==> src/rtl/cpu_pkg.sv <==
// ==================================================================
// cpu_pkg : shared fetch-stage state encoding and width constants (rev 1.0)
// ==================================================================
`default_nettype none

package cpu_pkg;

  localparam int unsigned XLEN            = 32;
  localparam int unsigned PC_STEP_DEFAULT = 4;

  typedef enum logic [2:0] {
    IDLE  = 3'd0,
    REQ   = 3'd1,
    HOLD  = 3'd2,
    FLUSH = 3'd3,
    ERR   = 3'd4
  } fetch_state_e;

endpackage

`default_nettype wire

==> src/rtl/fetch_watchdog.sv <==
// ==================================================================
// fetch_watchdog : counts unanswered request cycles, flags expiry (rev 1.0)
// ==================================================================
`default_nettype none

module fetch_watchdog #(
  parameter int unsigned ACK_TIMEOUT = 16
) (
  input  logic clk,
  input  logic rst,
  input  logic busy,
  input  logic ack,
  output logic expired
);

  localparam int unsigned CNT_W = (ACK_TIMEOUT > 1) ? $clog2(ACK_TIMEOUT) : 1;
  localparam logic [CNT_W-1:0] LAST = CNT_W'(ACK_TIMEOUT - 1);

  logic [CNT_W-1:0] cnt_q, cnt_d;

  // Expiry is reported on the cycle that would complete ACK_TIMEOUT idle waits.
  assign expired = busy && !ack && (cnt_q == LAST);

  always_comb begin
    cnt_d = cnt_q;
    if (!busy || ack || expired) begin
      cnt_d = '0;
    end else begin
      cnt_d = cnt_q + CNT_W'(1);
    end
  end

  always_ff @(posedge clk or posedge rst) begin
    if (rst) begin
      cnt_q <= '0;
    end else begin
      cnt_q <= cnt_d;
    end
  end

endmodule

`default_nettype wire

==> src/rtl/instr_fetch.sv <==
// ==================================================================
// instr_fetch : single-outstanding instruction fetch with branch redirect (rev 1.0)
// Optional ack timeout / sticky error enabled by macro FETCH_TIMEOUT_EN.
// ==================================================================
`default_nettype none

module instr_fetch
  import cpu_pkg::*;
#(
  parameter int unsigned PC_STEP     = PC_STEP_DEFAULT,
  parameter int unsigned ACK_TIMEOUT = 16
) (
  input  logic            clk,
  input  logic            rst,
  input  logic [XLEN-1:0] pc_cur,
  output logic [XLEN-1:0] pc_next,
  output logic            imem_req,
  output logic [XLEN-1:0] imem_addr,
  input  logic            imem_ack,
  input  logic [XLEN-1:0] imem_rdata,
  input  logic            branch_taken,
  input  logic [XLEN-1:0] branch_target,
  input  logic            stall,
  output logic            instr_valid,
  output logic [XLEN-1:0] instr,
  output logic [XLEN-1:0] instr_pc,
  output logic            fetch_err
);

  fetch_state_e    state_q, state_d;
  logic            imem_req_q, imem_req_d;
  logic [XLEN-1:0] imem_addr_q, imem_addr_d;
  logic            instr_valid_q, instr_valid_d;
  logic [XLEN-1:0] instr_q, instr_d;
  logic [XLEN-1:0] instr_pc_q, instr_pc_d;
  logic            fetch_err_q, fetch_err_d;
  logic [XLEN-1:0] pc_next_d;
  logic            timeout;

`ifdef FETCH_TIMEOUT_EN
  logic wd_busy;
  assign wd_busy = (state_q == REQ) || (state_q == FLUSH);

  fetch_watchdog #(
    .ACK_TIMEOUT (ACK_TIMEOUT)
  ) u_watchdog (
    .clk     (clk),
    .rst     (rst),
    .busy    (wd_busy),
    .ack     (imem_ack),
    .expired (timeout)
  );
`else
  logic unused_timeout_cfg;
  assign unused_timeout_cfg = (ACK_TIMEOUT != 0);
  assign timeout            = 1'b0;
`endif

  always_comb begin
    state_d       = state_q;
    imem_req_d    = imem_req_q;
    imem_addr_d   = imem_addr_q;
    instr_valid_d = instr_valid_q;
    instr_d       = instr_q;
    instr_pc_d    = instr_pc_q;
    fetch_err_d   = fetch_err_q;
    pc_next_d     = pc_cur;

    // A redirect outranks ack and accept everywhere except the error state.
    if (branch_taken && (state_q != ERR) && !timeout) begin
      pc_next_d     = branch_target;
      instr_valid_d = 1'b0;
    end

    case (state_q)
      IDLE: begin
        state_d     = REQ;
        imem_req_d  = 1'b1;
        imem_addr_d = branch_taken ? branch_target : pc_cur;
      end
      REQ: begin
        if (timeout) begin
          state_d     = ERR;
          imem_req_d  = 1'b0;
          fetch_err_d = 1'b1;
        end else if (branch_taken) begin
          if (imem_ack) begin
            imem_addr_d = branch_target;
          end else begin
            state_d = FLUSH;
          end
        end else if (imem_ack) begin
          instr_d       = imem_rdata;
          instr_pc_d    = imem_addr_q;
          instr_valid_d = 1'b1;
          pc_next_d     = pc_cur + XLEN'(PC_STEP);
          state_d       = HOLD;
          imem_req_d    = 1'b0;
        end
      end
      HOLD: begin
        if (branch_taken) begin
          state_d     = REQ;
          imem_req_d  = 1'b1;
          imem_addr_d = branch_target;
        end else if (!stall) begin
          instr_valid_d = 1'b0;
          state_d       = REQ;
          imem_req_d    = 1'b1;
          imem_addr_d   = pc_cur;
        end
      end
      FLUSH: begin
        // The stale response still has to drain before the redirected fetch issues.
        if (timeout) begin
          state_d     = ERR;
          imem_req_d  = 1'b0;
          fetch_err_d = 1'b1;
        end else if (imem_ack) begin
          state_d     = REQ;
          imem_addr_d = branch_taken ? branch_target : pc_cur;
        end
      end
      ERR:     state_d = ERR;
      default: state_d = IDLE;
    endcase
  end

  always_ff @(posedge clk or posedge rst) begin
    if (rst) begin
      state_q       <= IDLE;
      imem_req_q    <= 1'b0;
      imem_addr_q   <= '0;
      instr_valid_q <= 1'b0;
      instr_q       <= '0;
      instr_pc_q    <= '0;
      fetch_err_q   <= 1'b0;
    end else begin
      state_q       <= state_d;
      imem_req_q    <= imem_req_d;
      imem_addr_q   <= imem_addr_d;
      instr_valid_q <= instr_valid_d;
      instr_q       <= instr_d;
      instr_pc_q    <= instr_pc_d;
      fetch_err_q   <= fetch_err_d;
    end
  end

  assign pc_next     = rst ? pc_cur : pc_next_d;
  assign imem_req    = imem_req_q;
  assign imem_addr   = imem_addr_q;
  assign instr_valid = instr_valid_q;
  assign instr       = instr_q;
  assign instr_pc    = instr_pc_q;
  assign fetch_err   = fetch_err_q;

endmodule

`default_nettype wire

==> config.mk <==
export PLATFORM = sky130hd
export DESIGN_NAME = instr_fetch
export DESIGN_NICKNAME = d
export VERILOG_FILES = /design/src/rtl/cpu_pkg.sv /design/src/rtl/fetch_watchdog.sv /design/src/rtl/instr_fetch.sv
export SDC_FILE = /design/constraint.sdc
export NUM_CORES = 1
export LEC_CHECK = 0
export ABC_AREA = 1
export CORE_UTILIZATION = 42
export DETAILED_ROUTE_END_ITERATION = 16
export DONT_BUFFER_PORTS = 1
export PLACE_DENSITY = 0.54
export SLEW_MARGIN = 10
export SYNTH_ARGS = -nofsm -noshare
export SYNTH_HDL_FRONTEND = slang
export SYNTH_SLANG_ARGS = --single-unit
==> constraint.sdc <==
create_clock -name clk -period 11 [get_ports clk]
set_input_delay 1.65 -clock clk [delete_from_list [all_inputs] [get_ports clk]]
set_output_delay 1.65 -clock clk [all_outputs]
set_load 0.005 [all_outputs]
==> run_results.csv <==
group,metric,value,unit
status,status,"complete, no violations",
timing,clock_skew,0.00813,ns
finish,postLayoutCoreUtil,45.7,%
timing,rsz0062_at_grt,"false",
synth,yosys-top-cells-area,"dfrtp_1 (42%), nand2_1 (21%), o31ai_2 (5.9%)",
synth,synth_top_area_share,42.3,%
finish,drive_above_1_share,9.49,%
critical_path,critPathKind,"in2out",
die,dieArea,14700,um2
die,num_rows,43,
synth,synth.cell_area,5980,um2
die,die_w,121,um
critical_path,crit_fanout,21,
clocking,cts_tree,"done",
placement,port_buffers,0,
global_route,grt_max_degree,91,
clocking,clk_pin_slew,0.07,ns
pwr,swShare,40.1,%
min_path,hold_class,"reg2reg",
timing,slew_violations,0,
detailed_routing,routed_via_density,5.65,
clocking,postCtsSetupBuffers,0,
critical_path,arrival,4.15,ns
detailed_routing,wl_per_cell,18.9,um
clocking,root_buffer,"clkbuf_16",
synth,yosysWarnings,0,
synth,synth_edf_count,0,
pwr,p_int,0.954,mW
placement,dp_hpwl,12900,um
critical_path,start_kind,"input pin",
global_route,grt_pass1_vias,5319,
synth,synth_flop_cell,"dfrtp_1",
run,max_cap_viol_count,0,
detailed_routing,drcViolationCount,0,
pwr,pwr-share-seq,44.8,%
synth,synth_cells,831,
timing,setup_viol,0,
die,dieHeight,121,um
critical_path,critPathMostFrequentCell,"nand2_1",
die,core,13900,um2
synth,synth.most_common_cell,"nand2_1",
pwr,power_frac_comb,31.5,%
critical_path,cp_slowest_cell,"nand2_1",
timing,tightest_slew,0.997,ns
clocking,post_cts_resized,0,
pwr,clockPowerShare,23.7,%
critical_path,regToRegSetupSlack,8.43,ns
timing,setup_tns,0,ns
detailed_routing,vias,5543,
global_route,grt_pass1_wl,29000,um
synth,synth_top_cell_by_area,"dfrtp_1",
timing,fmax,0.172,GHz
synth,synth-seq-area-share,42.3,%
timing,slew-limit-headroom,33.5,%
synth,syn_nets,933,
pwr,leakage,3.05,nW
critical_path,worst_ep_required_time,9.35,ns
synth,ys_ff_latch,101,
detailed_routing,finalWirelength,18500,um
placement,place_congestion,0.894,
detailed_routing,drtPass1Iterations,6,
die,io_pins,232,
detailed_routing,postRouteAntennaNets,0,
clocking,h-tree-depth,3,
clocking,insertion_delay,0.35,ns
clocking,cts_sinks,101,
synth,yosys-top-cells-count,"nand2_1 (330), dfrtp_1 (101), nor2_1 (79), a21oi_1 (61), inv_1 (38)",
critical_path,endpoint_kind,"output pin",
pwr,powerDensity,251,nW/um2
global_route,antenna_found_initial,0,
global_route,grt_overflow,0,
timing,fin_crit,5.80,ns
finish,antenna_cells,0,
critical_path,cpPeakStageDelay,0.61,ns
pwr,switchingPower,0.638,mW
synth,syn_area_per_cell,7.19,um2
clocking,clockBufferDepth,2,
clocking,hold_buffers,0,
pwr,vdd_ir_drop_max,0.000218,V
global_route,grt_usage,25.3,%
finish,finalNetCount,898,
finish,syn_to_final_growth,6.18,%
clocking,cts_made_buffers,9,
die,initial_core_util,43.1,%
synth,async_flop_share,100,%
critical_path,path_cells,"nand2_1 > inv_2 > nand2_1 > nand2_1 > o21ai_0 > a21oi_1",
detailed_routing,drtIter0Drc,354,
timing,fin_crit_sh,52.7,%
timing,hold_violations,0,
synth,synth.distinct_cells,38,
state kept, by name (all words and copies together), names as in the netlist:
register,cells
imem_addr,32
imem_req,1
instr,32
instr_pc,32
instr_valid,1
state_q,3
final timing paths:
path,from,endpoint,depth (start not counted)
min in group asynchronous,rst,state_q[2]$_DFFE_PP0P_,1
hold / removal,instr[19]$_DFFE_PP0P_,instr[19]$_DFFE_PP0P_,2
setup reg to reg,state_q[2]$_DFFE_PP0P_,instr[27]$_DFFE_PP0P_,8
setup / recovery,branch_taken,pc_next[11],6
hold reg to reg,instr[19]$_DFFE_PP0P_,instr[19]$_DFFE_PP0P_,2
max in group asynchronous,rst,instr_pc[1]$_DFFE_PP0P_,2
power groups by stage:
stage / clock network (mW) / logic, mW / registers, mW
final: 0.377 / 0.501 / 0.713
after global routing: 0.405 / 0.574 / 0.737
after floorplan: 0 / 0.435 / 0.666
after global placement: 0 / 0.491 / 0.719
after detailed placement: 0 / 0.508 / 0.723
after CTS: 0.388 / 0.509 / 0.717
per-stage QoR:
step / cell area (um2) / setup slack [ns] / hold WS, ns / cells / power [mW]
after floorplan: 5980 / 3.86 / 0.472 / 831 / 1.10
after global placement: 5990 / 5.38 / 0.489 / 965 / 1.21
after detailed placement: 5990 / 5.20 / 0.493 / 965 / 1.23
after CTS: 6350 / 5.21 / 0.512 / 981 / 1.61
after global routing: 6350 / 4.96 / 0.527 / 981 / 1.72
final: 6350 / 5.20 / 0.510 / 981 / 1.59
routing by layer:
layer,wire length [um],track usage [%]
met5,0,0
met4,343,8.64
met3,1690,7.61
met1,7800,32.0
met2,8670,40.7
layout by cell type (no fill, tap or decap), types with 3 or more instances in the layout:
cell / n
a21oi_1: 61
a31oi_1: 5
buf_4: 5
bufinv_16: 3
clkbuf_16: 9
dfrtp_1: 101
inv_1: 37
inv_2: 8
nand2_1: 330
nand3_1: 36
nand4_1: 9
nor2_1: 79
nor2_2: 5
nor2_4: 4
nor3_1: 8
nor4_1: 3
o211ai_1: 3
o21ai_0: 18
o21ai_1: 16
o22ai_1: 8
o31ai_2: 28
cell families after synthesis:
group | synth area share [%]
flip-flops | 42.3
AND/OR/NAND/NOR | 33.7
other | 0.0627
adder cells (fa/ha/maj) | 0.209
AO/OA/AOI/OAI | 16.3
buffers and inverters | 7.22
XOR/XNOR | 0.147
cell type report:
type                       instances  area (um2)
inverter                          47         181
sequential                       101        2530
fill                            1442        7530
timing repair buffer               5        37.5
tap                              180         225
clock inverter                     6         118
clock buffer                      10         239
multi-input combinational        632        3020
worst max-delay path, delay by kind of cell:
kind / cells / cell delay [ns]
buffers and inverters: 1 / 0.45
AO/OA/AOI/OAI: 2 / 0.42
AND/OR/NAND/NOR: 3 / 1.60
(Power assumes the default switching activity.)
